===== config.mk =====
export PLATFORM = sky130hd
export DESIGN_NAME = i2c_shift_sequencer
export DESIGN_NICKNAME = d
export VERILOG_FILES = /design/src/rtl/i2c_shift_sequencer.sv
export SDC_FILE = /design/constraint.sdc
export NUM_CORES = 1
export LEC_CHECK = 0
export CORE_ASPECT_RATIO = 1.5
export CORE_MARGIN = 1
export CORE_UTILIZATION = 44
export DETAILED_ROUTE_END_ITERATION = 10
export GPL_ROUTABILITY_DRIVEN = 0
export PLACE_DENSITY = 0.88
export REMOVE_ABC_BUFFERS = 1
export SYNTH_ARGS = -nofsm -noshare
export SYNTH_HDL_FRONTEND = slang
export SYNTH_SLANG_ARGS = --single-unit

===== constraint.sdc =====
create_clock -name clk -period 1.7 [get_ports clk]
set_input_delay 0.17 -clock clk [delete_from_list [all_inputs] [get_ports clk]]
set_output_delay 0.17 -clock clk [all_outputs]
set_load 0.05 [all_outputs]

===== src/rtl/i2c_shift_sequencer.sv =====
// Bit-level I2C byte sequencer that drives an external universal shift register.
// Optional target clock stretching: define I2C_SEQ_CLK_STRETCH_EN (adds the scl_i input).
module i2c_shift_sequencer #(
   parameter int unsigned N        = 8,
   parameter int unsigned HALF_DIV = 4
) (
   input  logic                  clk,
   input  logic                  rst,
   input  logic                  start_valid,
   output logic                  start_ready,
   input  logic                  dir,
   input  logic [N-1:0]          tx_byte,
   input  logic                  ack_send,
   input  logic [N-1:0]          sr_q,
   output logic [$clog2(N)-1:0]  sr_s,
   output logic [N-1:0]          sr_d,
   output logic                  sr_msb_in,
   output logic                  sr_lsb_in,
   output logic                  scl_o,
   output logic                  sda_oe,
   input  logic                  sda_i,
`ifdef I2C_SEQ_CLK_STRETCH_EN
   input  logic                  scl_i,
`endif
   output logic                  done_valid,
   output logic [N-1:0]          rx_byte,
   output logic                  ack_bit,
   output logic                  busy
);

   localparam int unsigned SW = $clog2(N);
   localparam int unsigned BW = (N > 1) ? $clog2(N) : 1;
   localparam int unsigned DW = $clog2(HALF_DIV) + 1;

   localparam logic [SW-1:0] SelHold  = SW'(0);
   localparam logic [SW-1:0] SelLoad  = SW'(1);
   localparam logic [SW-1:0] SelShift = SW'(3);

   typedef enum logic [2:0] {
      StIdle,
      StLoad,
      StBitLo,
      StBitHi,
      StAckLo,
      StAckHi,
      StDone
   } state_e;

   state_e        state_q;
   logic [DW-1:0] div_q;
   logic [BW-1:0] bit_q;
   logic          dir_q;
   logic [N-1:0]  tx_q;
   logic          ack_send_q;

   logic          div_hold;
   logic          div_last;

`ifdef I2C_SEQ_CLK_STRETCH_EN
   logic hi_phase;
   // A target holding SCL low freezes the high-phase divider until SCL is seen released.
   assign hi_phase = (state_q == StBitHi) || (state_q == StAckHi);
   assign div_hold = hi_phase && !scl_i;
`else
   assign div_hold = 1'b0;
`endif

   assign div_last = !div_hold && (div_q == DW'(HALF_DIV - 1));

   always_ff @(posedge clk) begin
      if (!rst) begin
         state_q    <= StIdle;
         div_q      <= '0;
         bit_q      <= '0;
         dir_q      <= 1'b0;
         tx_q       <= '0;
         ack_send_q <= 1'b0;
         rx_byte    <= '0;
         ack_bit    <= 1'b1;
      end else begin
         case (state_q)
            StIdle: begin
               if (start_valid) begin
                  dir_q      <= dir;
                  tx_q       <= tx_byte;
                  ack_send_q <= ack_send;
                  state_q    <= StLoad;
               end
            end
            StLoad: begin
               div_q   <= '0;
               bit_q   <= '0;
               state_q <= StBitLo;
            end
            StBitLo: begin
               if (div_last) begin
                  div_q   <= '0;
                  state_q <= StBitHi;
               end else begin
                  div_q <= div_q + DW'(1);
               end
            end
            StBitHi: begin
               if (div_last) begin
                  div_q <= '0;
                  if (bit_q == BW'(N - 1)) begin
                     state_q <= StAckLo;
                  end else begin
                     bit_q   <= bit_q + BW'(1);
                     state_q <= StBitLo;
                  end
               end else if (!div_hold) begin
                  div_q <= div_q + DW'(1);
               end
            end
            StAckLo: begin
               if (div_last) begin
                  div_q   <= '0;
                  state_q <= StAckHi;
               end else begin
                  div_q <= div_q + DW'(1);
               end
            end
            StAckHi: begin
               if (div_last) begin
                  div_q   <= '0;
                  ack_bit <= sda_i;
                  state_q <= StDone;
               end else if (!div_hold) begin
                  div_q <= div_q + DW'(1);
               end
            end
            StDone: begin
               rx_byte <= sr_q;
               state_q <= StIdle;
            end
            default: state_q <= StIdle;
         endcase
      end
   end

   // Outputs decode the registered state; the shift strobe and serial input must see the
   // live divider and SDA level in the final high cycle of each bit.
   always_comb begin
      start_ready = (state_q == StIdle) && rst;
      busy        = (state_q != StIdle);
      done_valid  = (state_q == StDone);
      scl_o       = !((state_q == StBitLo) || (state_q == StAckLo));
      sr_msb_in   = 1'b0;
      sr_s        = SelHold;
      sr_d        = '0;
      sr_lsb_in   = 1'b0;
      sda_oe      = 1'b0;
      case (state_q)
         StLoad: begin
            sr_s = SelLoad;
            sr_d = dir_q ? '0 : tx_q;
         end
         StBitLo: sda_oe = !dir_q && !sr_q[N-1];
         StBitHi: begin
            sda_oe = !dir_q && !sr_q[N-1];
            if (div_last) begin
               sr_s      = SelShift;
               sr_lsb_in = dir_q && sda_i;
            end
         end
         StAckLo, StAckHi: sda_oe = dir_q && ack_send_q;
         default: ;
      endcase
   end

endmodule


Word-level counts from Yosys, hierarchy flattened
Cells that the tools add are included.
Storage, ports and cells
  logic and storage cells: 62
  output and inout bits: 27
  input bits: 22
  register bits: 28
Operators by class
  eq/ne operators: 14
  multiplexer cells: 19
  $add $sub $neg: 2
  reductions and logical operators: 19
Operator list (count)
  $mux 3: 9
  $pmux 3 s6: 1
  $mux 8: 2
  $eq 3x3->1 const B: 4
  $ne 2x2->1 const B: 6
  $pmux 3 s2: 2
  $eq 3x2->1 const B: 3
  $add 3x1->3 const B: 2
  $reduce_and 5->1: 1
  $logic_and 1x1->1: 4
  $pmux 2 s2: 1
  $reduce_and 2->1: 2
  $reduce_bool 2->1: 2
  $reduce_or 2->1: 2
  $reduce_or 4->1: 1
  $eq 3x1->1 const B: 1
  $logic_not 1->1: 3
  $logic_not 3->1: 1
  $reduce_and 3->1: 1
  $reduce_bool 3->1: 1
  $mux 1: 2
  $mux 2: 1
  $pmux 1 s2: 1
  $logic_or 1x1->1: 1

Logic depth before layout (Yosys ltp)
Gate-level depths: netlist of run 1.
  depth after elaboration: 4
  depth in mapped cells: 6
  depth with buffers taken out: 5

Worst setup path before layout of run 1
No wires, ideal clock.
  path type: flip-flop to output port
  start: register div_q[0]
  end: output port sr_lsb_in
  cell stages (with the launch flop): 6
  setup slack: -956 ps
  data arrival time: 2486 ps
  required time: 1530 ps
  buffers on the path: 1
  path through: dfxtp_1 > ha_1 > nand2b_4 > buf_6 > nor3_1 > and3_1
On the way
  cells in the longest elaborated chain, start to end: 3
Ends and longest elaborated chain
  from (decl): RTL line 50  | logic [DW-1:0] div_q;
  from (signal assigned): RTL line 100  | div_q <= div_q + DW'(1);
  from (signal assigned): RTL line 113  | div_q <= div_q + DW'(1);
  from (signal assigned): RTL line 121  | div_q <= div_q + DW'(1);
  $eq 3x2->1: RTL line 68  | assign div_last = !div_hold && (div_q == DW'(HALF_DIV - 1));
  $mux 1: RTL line 162  | if (div_last) begin
  $mux 1: RTL line 154  | case (state_q)
  to (decl): RTL line 18  | output logic sr_lsb_in,
No other way between the ends.

Final worst setup path of run 1
  start: register state_q[2]
  end: output port sr_d[3]
On the way
  cells in the longest elaborated chain, start to end: 2
Ends and longest elaborated chain
  from (decl): RTL line 49  | state_e state_q;
  from (signal assigned): RTL line 72  | state_q <= StIdle;
  from (signal assigned): RTL line 87  | state_q <= StLoad;
  from (signal assigned): RTL line 93  | state_q <= StBitLo;
  $eq 3x1->1: RTL line 154
  $mux 8: RTL line 154
  to (decl): RTL line 16  | output logic [N-1:0] sr_d,
No other way between the ends.

==> metrics.md, run 1 <==
| Metric | Value |
|---|---|
| Synth Flop Type | dfxtp_1 |
| Die H | 70.7 µm |
| Sw power | 0.645 mW |
| Register area share after synthesis | between 40% and 50% |
| CTS Root Buffer Type | clkbuf_8 |
| Net Sw Frac | 34.4% |
| Leak Pwr | about 0.94 nW |
| Final hold violation count | 0 |
| Setup Viol. Count Final | 8 |
| Hold crit path type | in2reg |
| Tmin final | 1.73 ns |
| Avg Inst Size Synth | around 8.5 µm² |
| Std-Cell Rows | 24 |
| Antenna violations before repair | 0 |
| Total GRT Usage | between 20% and 30% |
| Synth unique cells | 37 |
| Placed Cells | 248 |
| I/O pins | 49 |
| Vias in the first global route | 1,301 |
| FF-to-FF path depth | 5 |
| Max Clock Skew | 0.00215 ns |
| Worst EP required | ~1.5 ns |
| Startpoint Class | flop |
| Crit path from | state_q[2] |
| CTS tree | yes |
| Core area | 0.00294 mm² |
| Status | finished with violations |
| Detailed Place HPWL | 2580 µm |
| Die W | between 40 and 50 µm |
| ANT nets after route | 0 |
| Ant diodes | 0 |
| Wire per inst | 13.6 µm |
| # H-tree levels | 1 |
| RSZ-0062 raised after global routing | yes |
| Max IR drop VDD | 0.720 mV |
| Total length of routed wires | 3460 µm |
| Post-synth ARST share | 0% |
| CP endpoint kind | primary output |
| Slew headroom | 66.4% |
| Die Area | 0.00338 mm² |
| Worst Tran Pin Value | 0.503 ns |
| First-pass GRT wire length | approximately 5700 µm |
| Critical path endpoint | sr_d[3] |
| Setup CP Type | reg2out |
| CTS Buf Count | 3 |
| Clock Power Share | between 10% and 20% |
| Filler cells | 222 |
| TritonRoute pass-1 iters | 4 |
| Post-synth EDFFs | 0 |
| Grt ovf | 0 |
| Nets@finish | 245 |
| Synth top area cells | dfxtp_1 (40%), nand2_1 (7.9%), mux2i_1 (5.8%) |
| Fin util | 74.9% |
| Detailed Route Iter0 Violations | 21 |
| Port Buffers | between 40 and 50 |
| Largest net degree at the start of global routing | 21 |
| Worst R2R Start | bit_q[0] |
| Final Max Tran Viols | 0 |
| Clock buffer depth | 2 |
| Post-CTS Hold Buffers | 0 |
| Highest clock rate | 579 MHz |
| Clock tree sinks | 28 |
| Pwr Density | between 800 and 900 mW/mm² |
| Final instance area | 0.00220 mm² |
| Flops & latches, synth | 28 |
| Final routed DRC violation total | 0 |
| Failing checks | negative setup slack |
| Synth Cell Area | approximately 0.0014 mm² |
| Sequential power share | 39.6% |
| P_int | 1.23 mW |
| Worst hold path stage count | 3 |
| Worst path arrival time | 1.56 ns |
| Vias per inst | about 5.2 |
| Fin cells | ~250 |
| Share of cells above drive strength 1 | 26.0% |
| Final worst-path cycle share | 102% |
| Reg-to-reg slack, setup | 0.07 ns |
| Syn Inst Count | 162 |
| Worst setup margin | -0.0266 ns |
| Post-Place Cell Area | 0.00207 mm² |
| Comb power frac | 41.8% |
| Leading area contributor after synthesis | dfxtp_1 |
| Layout overhead on the synthesized area | 59.2% |
| Max_cap viols | 0 |
| Post-synth top area share | 40.5% |
| Clk Latency, worst-skew pair | 0.27 ns |
| Initial Util | a little under half |
| Synth warnings | 0 |
| Critical R2R Capture | bit_q[0] |
| Clock transition at the registers of the reported paths | 0.09 ns |
| Crit Path Max Fanout | 8 |
| Total number of vias | 1,314 |
==> layer usage <==
layer  wire length, µm  track usage, %
met1              1300            24.9
met5                 0               0
met2              1960            39.3
met3               144            3.83
met4                58            10.5
==> power groups by stage <==
stage	Sequential, mW	Clock [mW]	Combinational [mW]
after floorplan	0.769	0	0.367
after global placement	0.745	0	0.735
after detailed placement	0.746	0	0.754
after CTS	0.735	0.358	0.778
after global routing	0.748	0.386	0.834
final	0.742	0.348	0.783
==> logic make-up (layout without fill, tap and decap cells) <==
kind of cell | count (synthesis) | count (layout) | share of synthesized area [%]
other | 1 | 2 | 0.271
AND/OR/NAND/NOR | 73 | 73 | 27.7
adder cells (fa/ha/maj) | 6 | 6 | 5.42
XOR/XNOR | 1 | 1 | 0.632
AO/OA/AOI/OAI | 29 | 29 | 13.6
buffers and inverters | 16 | 68 | 6.14
flip-flops | 28 | 28 | 40.5
multiplexers | 8 | 8 | 5.78
==> placed cells by master, fill, tap and decap left out, drive strengths merged, types with 4 or more instances in the layout <==
| cell type | synthesis | routed |
|---|---|---|
| ha | 6 | 6 |
| nor2 | 14 | 14 |
| clkdlybuf4s50 | 0 | 30 |
| buf | 7 | 30 |
| nand2 | 29 | 29 |
| nand3 | 4 | 4 |
| a21oi | 15 | 15 |
| mux2i | 8 | 8 |
| dfxtp | 28 | 28 |
| inv | 5 | 5 |
| and2 | 8 | 8 |
==> stage by stage <==
| stage | worst slack [ns] | power [mW] | hold slack, ns | setup TNS [ns] |
|---|---|---|---|---|
| after floorplan | -0.916 | 1.14 | 0.242 | -3.30 |
| after global placement | 0.0587 | 1.48 | 0.437 | 0 |
| after detailed placement | 0.0339 | 1.50 | 0.442 | 0 |
| after CTS | -0.0265 | 1.87 | 0.443 | -0.151 |
| after global routing | -0.0716 | 1.97 | 0.458 | -0.515 |
| final | -0.0266 | 1.87 | 0.446 | -0.158 |
==> cell usage after synthesis, types with 2 or more instances <==
cell type	n
a21oi_1	15
and2_1	8
buf_2	2
buf_4	4
clkbuf_1	4
dfxtp_1	28
ha_1	6
inv_1	5
mux2i_1	8
nand2_1	29
nand2b_1	2
nand3_1	4
nand3b_1	2
nand4_1	2
nor2_1	14
nor2b_1	3
o21a_1	2
o22ai_1	3
o41ai_1	2
or3b_1	2
==> worst min-delay path by stage <==
stage	from	end	slack, ns
after global routing	tx_byte[1]	tx_q[1]	0.46
after detailed placement	tx_q[6]	tx_q[6]	0.44
after global placement	tx_q[3]	tx_q[3]	0.44
final	tx_byte[0]	tx_q[0]	0.45
after floorplan	rst	ack_bit	0.24
after CTS	tx_byte[0]	tx_q[0]	0.44
==> sequential cells by signal, summed over array words and instances, names as in the netlist <==
name and flops:
rx_byte 8, ack_bit 1, tx_q 8, dir_q 1, ack_send_q 1, div_q 3, bit_q 3, state_q 3
==> cell type report <==
| cell class | count | area, µm² | share of cell area, % |
|---|---|---|---|
| timing repair buffer | 60 | 729 | 33.1 |
| sequential | 28 | 567 | 25.7 |
| inverter | 5 | 18.8 | 0.851 |
| multi-input combinational | 119 | 800 | 36.3 |
| tap | 39 | 48.8 | 2.21 |
| clock buffer | 3 | 41.3 | 1.87 |
==> worst max-delay path: stages, from the launching register on <==
cell and delay, ns:
dfxtp_2 0.33, or3b_4 0.39, nor2_1 0.11, buf_4 0.16, and2_4 0.16, buf_12 0.13
==> timing repair <==
action,in CTS,in global routing
gates resized for setup,16,6
cloned,0,0
buffers inserted,3,0
pin swaps,8,4
endpoints found under the setup margin,12,14
(Power assumes the default switching activity.)
==> run 2: changes to the inputs <==
ABC_CLOCK_PERIOD_IN_PS = 1700   (was default)
==> results of run 2 <==
No change in the layout: final DEF, timing and power equal those of run 1.
==> edit, RTL diff (settings of run 2) <==
Set the parameter `HALF_DIV` to 8 (it was 4).
--- a/src/rtl/i2c_shift_sequencer.sv
+++ b/src/rtl/i2c_shift_sequencer.sv
@@ -2,7 +2,7 @@
 // Optional target clock stretching: define I2C_SEQ_CLK_STRETCH_EN (adds the scl_i input).
 module i2c_shift_sequencer #(
    parameter int unsigned N        = 8,
-   parameter int unsigned HALF_DIV = 4
+   parameter int unsigned HALF_DIV = 8
 ) (
    input  logic                  clk,
    input  logic                  rst,
Behaviour: not the same (Yosys sat finds a counterexample within 10 cycles, from zero or initial values and one cycle with rst low).
==> edit against run 2 <==
  * Worst setup slack improved by 0.034 ns
  * Final area rose by 9.2%
  * Wire length rose by 9.0%
  * Synthesized area rose by 5.9%
  * Register-to-register slack improved by 0.15 ns
  * Sequential cell count rose by 1
  * Sequential share of layout area fell by 1.0 points
  * Critical path type unchanged
  * Largest cell class unchanged
Power is not compared: it rests on default switching activity, and its combinational part moved more than twofold at a synthesized area within 25%.
==> edit: results (changes against run 2) <==
Status = finished, final reports clean
Dpl hpwl = 2.529 mm (-1.9%)
Post-synthesis sequential area ratio = 39.59% (-0.88 points)
GR Util met2 = 42.16% (+2.8 points)
Synth top area cells = dfxtp_1 (40%), nand2_1 (6.1%), mux2i_1 (5.5%)
Fin nets = 253 (+3.3%)
Share of cells above drive strength 1 = 29.69% (+3.6 points)
R2r endpoint = div_q[1]
Total track usage = 22.69% (+0.068 points)
Hold_sp = tx_byte[6]
CP Max Fanout = 6 (-2)
Reg-to-reg startpoint = state_q[1]
CP startpoint = div_q[0]
Hold crit path type = primary input to flip-flop
Vias in the first global route = 1,371 (+5.4%)
Most frequent cells after synthesis = dfxtp_1 (29), nand2_1 (24), a21oi_1 (13)
Worst skew pair latency = 0.29 ns (+0.02 ns)
Setup TNS = 0 ns (+0.1577 ns)
Yosys cell types = 42 (+14%)
Met3 Use GR = 4.792% (+0.97 points)
Ant. Diodes = 0 (unchanged)
Xor and xnor fraction of the mapped netlist area = 1.195% (+0.56 points)
Cts bufs inserted = 5 (+2)
Fraction of the mapped netlist area in adder cells = 2.560% (-2.9 points)
Regs by FF count = rx_byte: 8 flops, tx_q: 8 flops, div_q: 4 flops
First-pass GRT wire length = 6.072 mm (+7.2%)
Post-synthesis compound-gate area fraction = 17.75% (+4.2 points)
Fmax = 590.8 MHz (+2.0%)
Clock Skew = 0.005754 ns (+0.003607 ns)
Drt first-iter violations = 29 (+38%)
Crit path capture = sr_lsb_in
Static Leak = 1.017 nW
H-tree depth = 2 (+1)
Avg Synthesized Cell Area = 8.834 sq um (+3.3%)
Highest Signal Layer = met4
Placed Cells = 256 (+3.2%)
Min-Delay Endpoint = tx_q[6]
Slew Limit Headroom = 65.49% (-0.87 points)
Met2 WL post-DR = 2.055 mm (+5.1%)
Met1 Track Usage GR = 22.74% (-2.1 points)
Clock slew at reported path FFs = 0.06 ns (-0.03 ns)
# fillers = 213 (-4.1%)
Post-synthesis mux area share = 5.461% (-0.32 points)
CP arrival = 1.52 ns (-0.04 ns)
R2r setup slk = 0.22 ns (+0.15 ns)
Crit-path slowest cell = dfxtp_4
WHS = 0.4272 ns (-0.01846 ns)
Post-place setup slack = 0.1461 ns (+0.1123 ns)
Final wirelength = 3.771 mm (+9.0%)
DP Area = 0.002173 sq mm (+4.8%)
Vias per cell = 5.186 (+0.24%)
Non-filler cells, final = 269 (+5.9%)
DRT Pass-1 Iters = 4 (unchanged)
Met3 wire len = 116 microns (-19%)
M1 wire length = 1.490 mm (+15%)
## edit: layout make-up
type / count / area [sq um] / area share, %
clock buffer: 6 / 82.58 / 3.430
clock inverter: 2 / 37.54 / 1.559
inverter: 5 / 18.77 / 0.7796
multi-input combinational: 119 / 838.3 / 34.82
sequential: 29 / 594.3 / 24.69
tap: 40 / 50.05 / 2.079
timing repair buffer: 68 / 785.8 / 32.64
## edit: what timing repair did
| item | CTS | global route |
|---|---|---|
| hold buffers | 0 | 0 |
| setup endpoints to repair | 15 | 15 |
| gates cloned | 0 | 0 |
| gates resized for setup | 12 | 10 |
| pin swaps | 1 | 7 |
| setup buffers | 0 | 5 |
## edit: power groups by stage
stage	clock, W	combinational [W]	sequential (W)
2_1_floorplan	0	0.000144	0.000742
3_3_place_gp	0	0.000325	0.000737
3_5_place_dp	0	0.000327	0.000738
4_1_cts	0.000761	0.000337	0.000726
5_1_grt	0.000787	0.000376	0.000730
6_report	0.000750	0.000354	0.000727
